File: config.mk
export PLATFORM = sky130hd
export DESIGN_NAME = param_updown_counter
export DESIGN_NICKNAME = d
export VERILOG_FILES = /design/src/rtl/counter_pkg.sv /design/src/rtl/tick_prescaler.sv /design/src/rtl/param_updown_counter.sv
export SDC_FILE = /design/constraint.sdc
export NUM_CORES = 1
export LEC_CHECK = 0
export CAP_MARGIN = 30
export CORE_AREA = 10 10 47 49
export DETAILED_ROUTE_END_ITERATION = 10
export DIE_AREA = 0 0 57 59
export DONT_BUFFER_PORTS = 1
export GPL_ROUTABILITY_DRIVEN = 0
export PLACE_DENSITY = 0.51
export SLEW_MARGIN = 20
export SYNTH_ARGS = -nofsm -noshare
export SYNTH_HDL_FRONTEND = slang
export SYNTH_SLANG_ARGS = --single-unit
File: constraint.sdc
create_clock -name clk -period 2.2 [get_ports clk]
set_clock_uncertainty 0.1 [all_clocks]
set_input_delay 0.44 -clock clk [delete_from_list [all_inputs] [get_ports clk]]
set_output_delay 0.44 -clock clk [all_outputs]
set_load 0.05 [all_outputs]
File: src/rtl/counter_pkg.sv
// Shared constants for the up/down counter family: limit-behaviour mode selectors.
package counter_pkg;
  localparam int MODE_WRAP = 0;
  localparam int MODE_SAT  = 1;
endpackage

File: src/rtl/tick_prescaler.sv
// Enable divider: asserts tick on every PRESCALE-th enabled cycle and freezes its phase while en=0.
module tick_prescaler #(
  parameter int PRESCALE = 1
) (
  input  logic clk,
  input  logic rst,
  input  logic restart,
  input  logic en,
  output logic tick
);
  localparam int PW = (PRESCALE > 1) ? $clog2(PRESCALE) : 1;
  localparam logic [PW-1:0] LAST = PW'(PRESCALE - 1);

  logic [PW-1:0] phase;

  // With PRESCALE=1 LAST is 0, so phase never leaves 0 and tick simply follows en.
  assign tick = en && (phase == LAST);

  always_ff @(posedge clk) begin
    if (rst || restart) begin
      phase <= '0;
    end else if (en) begin
      phase <= tick ? '0 : phase + 1'b1;
    end
  end
endmodule

File: src/rtl/param_updown_counter.sv
// Prescaled up/down counter with programmable top value and wrap or saturate behaviour at the limits.
module param_updown_counter
  import counter_pkg::*;
#(
  parameter int               WIDTH    = 4,
  parameter logic [WIDTH-1:0] MAX_VAL  = {WIDTH{1'b1}},
  parameter int               PRESCALE = 1,
  parameter int               MODE     = MODE_WRAP
) (
  input  logic             clk,
  input  logic             rst,
  input  logic             en,
  input  logic             up,
  input  logic             load,
  input  logic [WIDTH-1:0] load_val,
  input  logic             clear,
  output logic [WIDTH-1:0] count,
  output logic             tc,
  output logic             wrap,
  output logic             sat
);
  localparam logic [WIDTH-1:0] ONE = WIDTH'(1);

  logic tick;
  logic at_lim;
  logic step;

  function automatic logic [WIDTH-1:0] clamp_load(input logic [WIDTH-1:0] v);
    return (v > MAX_VAL) ? MAX_VAL : v;
  endfunction

  // A clear or load re-phases the prescaler so the next step is a full PRESCALE cycles away.
  tick_prescaler #(
    .PRESCALE(PRESCALE)
  ) u_prescaler (
    .clk    (clk),
    .rst    (rst),
    .restart(clear | load),
    .en     (en),
    .tick   (tick)
  );

  assign at_lim = up ? (count == MAX_VAL) : (count == '0);
  assign tc     = at_lim;
  assign step   = en && tick;

  always_ff @(posedge clk) begin
    if (rst) begin
      count <= '0;
      wrap  <= 1'b0;
      sat   <= 1'b0;
    end else begin
      wrap <= 1'b0;
      if (clear) begin
        count <= '0;
        sat   <= 1'b0;
      end else if (load) begin
        count <= clamp_load(load_val);
        sat   <= 1'b0;
      end else if (step) begin
        if (!at_lim) begin
          count <= up ? count + ONE : count - ONE;
          sat   <= 1'b0;
        end else if (MODE == MODE_SAT) begin
          sat <= 1'b1;
        end else begin
          count <= up ? '0 : MAX_VAL;
          wrap  <= 1'b1;
        end
      end
    end
  end
endmodule

# [After elaboration in Yosys (flattened, before gate mapping)]
# Cells that the tools add are included.
[word_totals] output_inout_bits=7 regBits=6 inputBits=10 wordCells=27
[op_classes] muxes=9 n_eq_ne=1 n_reduce_logical=7 order_cmp=1 n_addsub=3 bitwise_logic=3
[op_table] op="4-bit two-way mux" n=6
[op_table] op="4-bit by 1-bit adder with 4-bit output (second input constant)" n=1
[op_table] op="4-bit equality test (second input constant)" n=1
[op_table] op="4-bit > comparator (second input constant)" n=1
[op_table] op="4-bit logical NOT" n=1
[op_table] op="4-bit OR reduction" n=1
[op_table] op="4-bit by 1-bit subtractor with 4-bit output (second input constant)" n=1
[op_table] op="1-bit two-way mux" n=3
[op_table] op="1-bit logical AND" n=2
[op_table] op="1-bit NOT" n=2
[op_table] op="2-bit nonzero test" n=1
[op_table] op="2-bit OR reduction" n=1
[op_table] op="1-bit adder (second input constant)" n=1
[op_table] op="1-bit logical OR" n=1
[op_table] op="1-bit OR" n=1

# [Depth between registers and ports, before layout]
# Gate-level depths: netlist of the first run.
[logic_depth] ltp_word=5 mapped_depth=6 ltp_nobuf=6

# [Cells and area by module]
# Synthesis of the first run repeated with hierarchy kept, for this count alone.
[unflattened] hier_cells=53 hier_area_um2=429.2
[by_module_without_submodules] module="param_updown_counter" area_per_inst_um2=387.9 cells_per_inst=50 n_inst=1 seq_area_each_um2=100.1
[by_module_without_submodules] module="tick_prescaler" area_per_inst_um2=41.3 cells_per_inst=3 n_inst=1 seq_area_each_um2=20.0

# [Worst setup path after synthesis of the first run]
# No wires, ideal clock.
[synth_timing] kind="register to output" start="register count[0]" end="output tc" required_ns=1.660 stages_incl_launch_ff=3 n_path_buf=0 arrival_ns=1.882 setup_slack_ns=-0.222 cell_sequence="dfxtp_1 -> or4_4 -> o21ai_1"
[synth_between] elab_chain_len=2 word_cells_on_any_way=3 cone_classes="eq/ne (1); mux (1); reduce/logical (1)"
[synth_rtl] element="start, declared" line_no="param_updown_counter.sv:17" source="output logic [WIDTH-1:0] count,"
[synth_rtl] element="start signal, assigned" line_no="param_updown_counter.sv:58" source="count <= clamp_load(load_val);"
[synth_rtl] element="start signal, assigned" line_no="param_updown_counter.sv:62" source="count <= up ? count + ONE : count - ONE;"
[synth_rtl] element="start signal, assigned" line_no="param_updown_counter.sv:67" source="count <= up ? '0 : MAX_VAL;"
[synth_rtl] element="4-bit equality test / 4-bit logical NOT (equally long branches)" line_no="param_updown_counter.sv:43" source="assign at_lim = up ? (count == MAX_VAL) : (count == '0);"
[synth_rtl] element="1-bit two-way mux *" line_no="param_updown_counter.sv:43"
[synth_rtl] element="end, declared" line_no="param_updown_counter.sv:18" source="output logic tc,"
# Every way passes the cells marked *; elsewhere a longest branch is shown, timed or not.

# [Worst setup path after layout of the first run]
[layout_timing] start="register count[1]" end="output tc"
# The elaborated chain is that of the path after synthesis.

==> impl_metrics.env, run 1 <==
export IMPL_reg2reg_from="count[1]"
export IMPL_htreeDepth=1
export IMPL_gr_usage_met1_pct=6.56
export IMPL_ioPinCount=17
export IMPL_slew_viol_final=0
export IMPL_setup_worst_path_start_class="register"
export IMPL_timing_rr_end="wrap"
export IMPL_wirelength_um=1050
export IMPL_overflow=0
export IMPL_numCtsBuffers=3
export IMPL_synth_area_leader_cell="dfxtp_1"
export IMPL_clock_sinks=6
export IMPL_finalInstanceArea_um2=497
export IMPL_fin_crit_sh_pct=92.6
export IMPL_ant_nets=0
export IMPL_fin_util_pct=35.4
export IMPL_use_met2_pct=10.1
export IMPL_die_h_um=59
export IMPL_yosysMostFrequentCell="dfxtp_1"
export IMPL_drive_above_1_share_pct=25.9
export IMPL_cts_tree="yes"
export IMPL_vias=362
export IMPL_drtIter0Drc=6
export IMPL_start_util_pct=30.8
export IMPL_min_from="load"
export IMPL_syn2layout_area_growth_pct=15.1
export IMPL_maxCapViolations=0
export IMPL_regArea_um2=120
export IMPL_cts_setup_buffers=0
export IMPL_diodes=0
export IMPL_grt_pass1_vias=349
export IMPL_period_minus_slack_ns=2.04
export IMPL_post_dp_cell_area_um2=474
export IMPL_synth_compound_area_share_pct=18.8
export IMPL_clkTransAtPathRegs_ns=0.05
export IMPL_post_cts_resized=0
export IMPL_synth_seq_cells=6
export IMPL_yosysWarnings=0
export IMPL_crit_chain="or4_4 > o21ai_2 > buf_4"
export IMPL_die_area_um2=3360
export IMPL_core_um2=1400
export IMPL_clkLatencyLatePin_ns=0.25
export IMPL_yosys_area_top_type_share_pct=27.8
export IMPL_grt_pass1_wl_um=1780
export IMPL_path_max_fanout=6
export IMPL_synth_area_mux_share_pct=2.32
export IMPL_critPathArrivalTime_ns=1.50
export IMPL_synthTopCellsByArea="dfxtp_1, a21oi_1, ha_1"
export IMPL_wl_per_cell_um=14.9
export IMPL_regToRegSetupSlack_ns=0.57
export IMPL_setup_viol=0
export IMPL_clock_path_buffers=2
export IMPL_gr_usage_met3_pct=7.51
export IMPL_synth_flop_cell="dfxtp_1"
export IMPL_seq_area_frac_synth_pct=27.8
export IMPL_root_buffer="clkbuf_4"
export IMPL_min_to="wrap"
export IMPL_syn_area_um2=432
export IMPL_syn_avg_cell_area_um2=8.63
export IMPL_hp_class="in2reg"
export IMPL_max_vdd_ir_drop_v=0.000334
export IMPL_power_density_nw_per_um2=635
export IMPL_num_rows=14
export IMPL_fin_nets=69
export IMPL_r2r_cells=4
export IMPL_synthSimpleGateAreaFrac_pct=24.6
export IMPL_synthAdderAreaFrac_pct=10.4
export IMPL_async_flop_share_pct=0
export IMPL_io_buffers=0
export IMPL_synthCells=50
export IMPL_end_kind="output pin"
export IMPL_worst_setup_path_type="reg2out"
export IMPL_viasPerCell=5.17
export IMPL_fmax_ghz=0.491
export IMPL_cts_hold_buf=0
export IMPL_slowest_stage="or4_4"
export IMPL_synth_nets=63
export IMPL_drcViolationCount=0
export IMPL_antenna_found_initial=0
export IMPL_hold_path_depth=1
export IMPL_top_usage_layer="met2"
export IMPL_synth_common_cells="dfxtp_1, a21oi_1"
export IMPL_die_x_um=57
export IMPL_synth_top_family_by_area="simple AND/OR/NAND/NOR gates"
export IMPL_hold_viol_final=0
export IMPL_grt_max_degree=13
export IMPL_cpPeakStageDelay_ns=0.56
export IMPL_required_ns=1.66
export IMPL_cellLeakagePower_uw=0.000217
export IMPL_synth_edf_count=0
export IMPL_first_pass_iters=4
export IMPL_fill_cells=156
export IMPL_dp_hpwl_um=853
export IMPL_critPathTopFamily="simple AND/OR/NAND/NOR gates"
export IMPL_fin_setup_tns_ns=0
export IMPL_multi_input_area_um2=285
export IMPL_path_buf_inv=1
export IMPL_rsz0062_at_grt="no"
export IMPL_synth_xor_area_share_pct=8.12
export IMPL_yosysUniqueCellTypes=29
export IMPL_worst_hold_slack_ns=0.157
export IMPL_grt_usage_pct=6.97
export IMPL_outcome="complete, no violations"
[cell usage in the layout, fill, tap and decap left out, drive strengths merged, types with 2 or more instances in the layout]
| cell | instances |
|---|---|
| inv | 3 |
| nor2 | 2 |
| a211oi | 3 |
| buf | 5 |
| nand2 | 3 |
| nor4b | 2 |
| a21oi | 5 |
| clkbuf | 3 |
| ha | 2 |
| o21ai | 2 |
| nor3 | 2 |
| xor2 | 2 |
| dfxtp | 6 |
| xnor2 | 2 |
[worst reg2reg max path: cells and delay by family, from the launching register on]
kind / cells / cell delay (ns)
AOI/OAI and AO/OA: 1 / 0.12
buffers and inverters: 1 / 0.21
DFF: 1 / 0.36
and+or+nand+nor: 2 / 0.76
[worst max-delay path by stage]
stage,from,endpoint,depth (start not counted)
final,count[1],tc,3
after global routing,count[1],tc,3
after CTS,count[1],tc,3
after detailed placement,count[1],tc,3
after global placement,count[0],tc,5
after floorplan,count[0],tc,2
[through the flow]
step | std cells | total power, uW | setup WS [ns]
3_5_place_dp | 67 | 214 | 0.425
5_1_grt | 70 | 338 | 0.0978
2_1_floorplan | 50 | 199 | 0.0460
6_report | 70 | 316 | 0.164
4_1_cts | 70 | 320 | 0.156
3_3_place_gp | 67 | 214 | 0.433
[layer usage]
layer	vias to the layer above	wire [um]	share of wire, %
met5	-	0	0
met4	0	9	0.86
li1	181	-	-
met1	166	377	36
met3	2	171	16
met2	13	485	46
[registers in the layout (all words and copies together) (netlist names)]
signal             count
wrap                   1
u_prescaler.phase      1
count                  4
[cell type report]
| type | count | area share [%] |
|---|---|---|
| repair buffers | 5 | 7.56 |
| flip-flops and latches | 6 | 24.2 |
| inverters | 3 | 2.27 |
| well taps | 16 | 4.03 |
| multi-input cells | 37 | 57.4 |
| clock buffers | 3 | 4.53 |
[cell families (layout without fill, tap and decap cells)]
kind of cell	count (synthesis)	in the layout
XOR/XNOR	4	4
AO/OA/AOI/OAI	12	12
multiplexers	1	1
flip-flops	6	6
other	1	1
adder cells (fa/ha/maj)	3	3
buffers and inverters	7	11
AND/OR/NAND/NOR	16	16
[where the power goes]
| group | leakage (uW) | internal [uW] | switching [uW] |
|---|---|---|---|
| combinational | 0.000154 | 33.7 | 59.0 |
| clock | 0.0000138 | 61.9 | 42.8 |
| sequential | 0.0000490 | 114 | 4.37 |
Power figures use the tool's default switching activity.
==> inputs of run 2 (changes only) <==
==> constraint.sdc (replaced) <==
create_clock -name clk -period 2.03 [get_ports clk]
set_clock_uncertainty 0.1 [all_clocks]
set_input_delay 0.406 -clock clk [delete_from_list [all_inputs] [get_ports clk]]
set_output_delay 0.406 -clock clk [all_outputs]
set_load 0.05 [all_outputs]
==> run 2 against run 1 <==
Sequential cell count is the same. Non-clock buffer count grew 1. Count of clock-buffer cells in the layout unchanged. Combinational power up 10%. Core utilization grew 1.3 points. Die area unchanged. Clock power grew 7%. First-iteration DRC count is 17% higher. Final cell count is 1.4% higher. Sequential power rose by 11%. Via count grew 1.1%. Register-to-register slack worse by 0.24 ns. Critical path type unchanged. Critical endpoint unchanged.
==> impl_metrics.env, run 2 (synthesis gave the netlist of run 1 again) <==
export IMPL_top_register="count"
export IMPL_dp_hpwl_um=811
export IMPL_ant_nets=0
export IMPL_final_cell_mix="buf_4, a21oi_1, dfxtp_1"
export IMPL_cts_hold_buf=0
export IMPL_met1_length_um=442
export IMPL_dr_max_layer_used="met3"
export IMPL_hp_class="in2reg"
export IMPL_grt_pass1_wl_um=1730
export IMPL_required_ns=1.52
export IMPL_top_regs="count (4), u_prescaler.phase (1), wrap (1)"
export IMPL_clock_path_buffers=2
export IMPL_clock_sinks=6
export IMPL_max_vdd_ir_drop_v=0.000287
export IMPL_drcViolationCount=0
export IMPL_hold_viol_final=0
export IMPL_ioPinCount=17
export IMPL_power_density_nw_per_um2=672
export IMPL_die_h_um=59
export IMPL_viasPerCell=5.15
export IMPL_fin_util_pct=36.7
export IMPL_maxCapViolations=0
export IMPL_grt_usage_pct=6.57
export IMPL_drtIter0Drc=7
export IMPL_outcome="complete, no violations"
export IMPL_setup_worst_path_start_class="register"
export IMPL_period_minus_slack_ns=1.99
export IMPL_path_max_fanout=6
export IMPL_rsz0062_at_grt="no"
export IMPL_io_buffers=0
export IMPL_wirelength_um=1010
export IMPL_root_buffer="clkbuf_4"
export IMPL_first_pass_iters=2
export IMPL_antenna_found_initial=0
export IMPL_clkTransAtPathRegs_ns=0.05
export IMPL_slew_viol_final=0
export IMPL_overflow=0
export IMPL_fin_nets=70
export IMPL_syn2layout_area_growth_pct=19.1
export IMPL_drive_above_1_share_pct=30.9
export IMPL_end_kind="output pin"
export IMPL_grt_max_degree=13
export IMPL_wl_met3_um=107
export IMPL_htreeDepth=1
export IMPL_cts_tree="yes"
export IMPL_cellLeakagePower_uw=0.000223
export IMPL_diodes=0
export IMPL_critPathArrivalTime_ns=1.48
export IMPL_start_util_pct=30.8
export IMPL_setup_viol=0
export IMPL_wl_met2_um=461
export IMPL_layout_commonest_cell="buf_4"
export IMPL_worst_setup_path_type="reg2out"
export IMPL_largest_reg_flops=4
export IMPL_fin_setup_tns_ns=0
export IMPL_grt_pass1_vias=345
export IMPL_die_x_um=57
export IMPL_fin_crit_sh_pct=97.9
export IMPL_vias=366
export IMPL_num_rows=14
export IMPL_wl_per_cell_um=14.2
export IMPL_die_area_um2=3360
export IMPL_numCtsBuffers=3
export IMPL_core_um2=1400
export IMPL_fmax_ghz=0.503
export IMPL_clkLatencyLatePin_ns=0.24
## run 2: layer usage
metal  GRT usage, %  up-vias
met1           7.26      171
met2           9.61       12
met4           1.01        0
met3           5.58        0
li1               -      183
met5              0        -
## run 2: worst paths after layout
check | start | slack (ns) | to | depth (start not counted)
min reg2reg | u_prescaler.phase | 0.37 | u_prescaler.phase | 1
max reg2reg | count[1] | 0.33 | count[3] | 5
min | load | 0.13 | wrap | 1
max | count[1] | 0.04 | tc | 2
## run 2: where the power goes
| part | internal, uW | switching, uW | total, uW |
|---|---|---|---|
| combinational | 39.4 | 62.5 | 102 |
| clock | 67.0 | 45.0 | 112 |
| sequential | 124 | 7.74 | 131 |
| total | 230 | 115 | 345 |
## run 2: worst max-delay path: stages (launching register included)
cell and delay (ns):
dfxtp_2 0.35, or4_4 0.54, o21ai_4 0.36
## run 2: cell type report
type / instances / area (um^2)
Tap cell: 16 / 20.0
Timing Repair Buffer: 6 / 45.0
Fill cell: 158 / 887
Sequential cell: 6 / 123
Clock buffer: 3 / 22.5
Inverter: 3 / 11.3
Multi-Input combinational cell: 37 / 293
## run 2: through the flow
stage	hold WS (ns)	cell area [um^2]	setup slack [ns]	power, uW	instances
3_5_place_dp	0.368	482	0.208	233	67
4_1_cts	0.117	514	0.00907	352	71
3_3_place_gp	0.359	482	0.219	233	67
2_1_floorplan	0.354	443	0.0288	218	50
6_report	0.126	514	0.0417	345	71
5_1_grt	0.109	514	0.000708	374	71
## run 2: repair_timing
action	in CTS	in global routing
setup endpoints to repair	1	1
buffers inserted	1	0
pin swaps	2	1
resized for setup	2	0
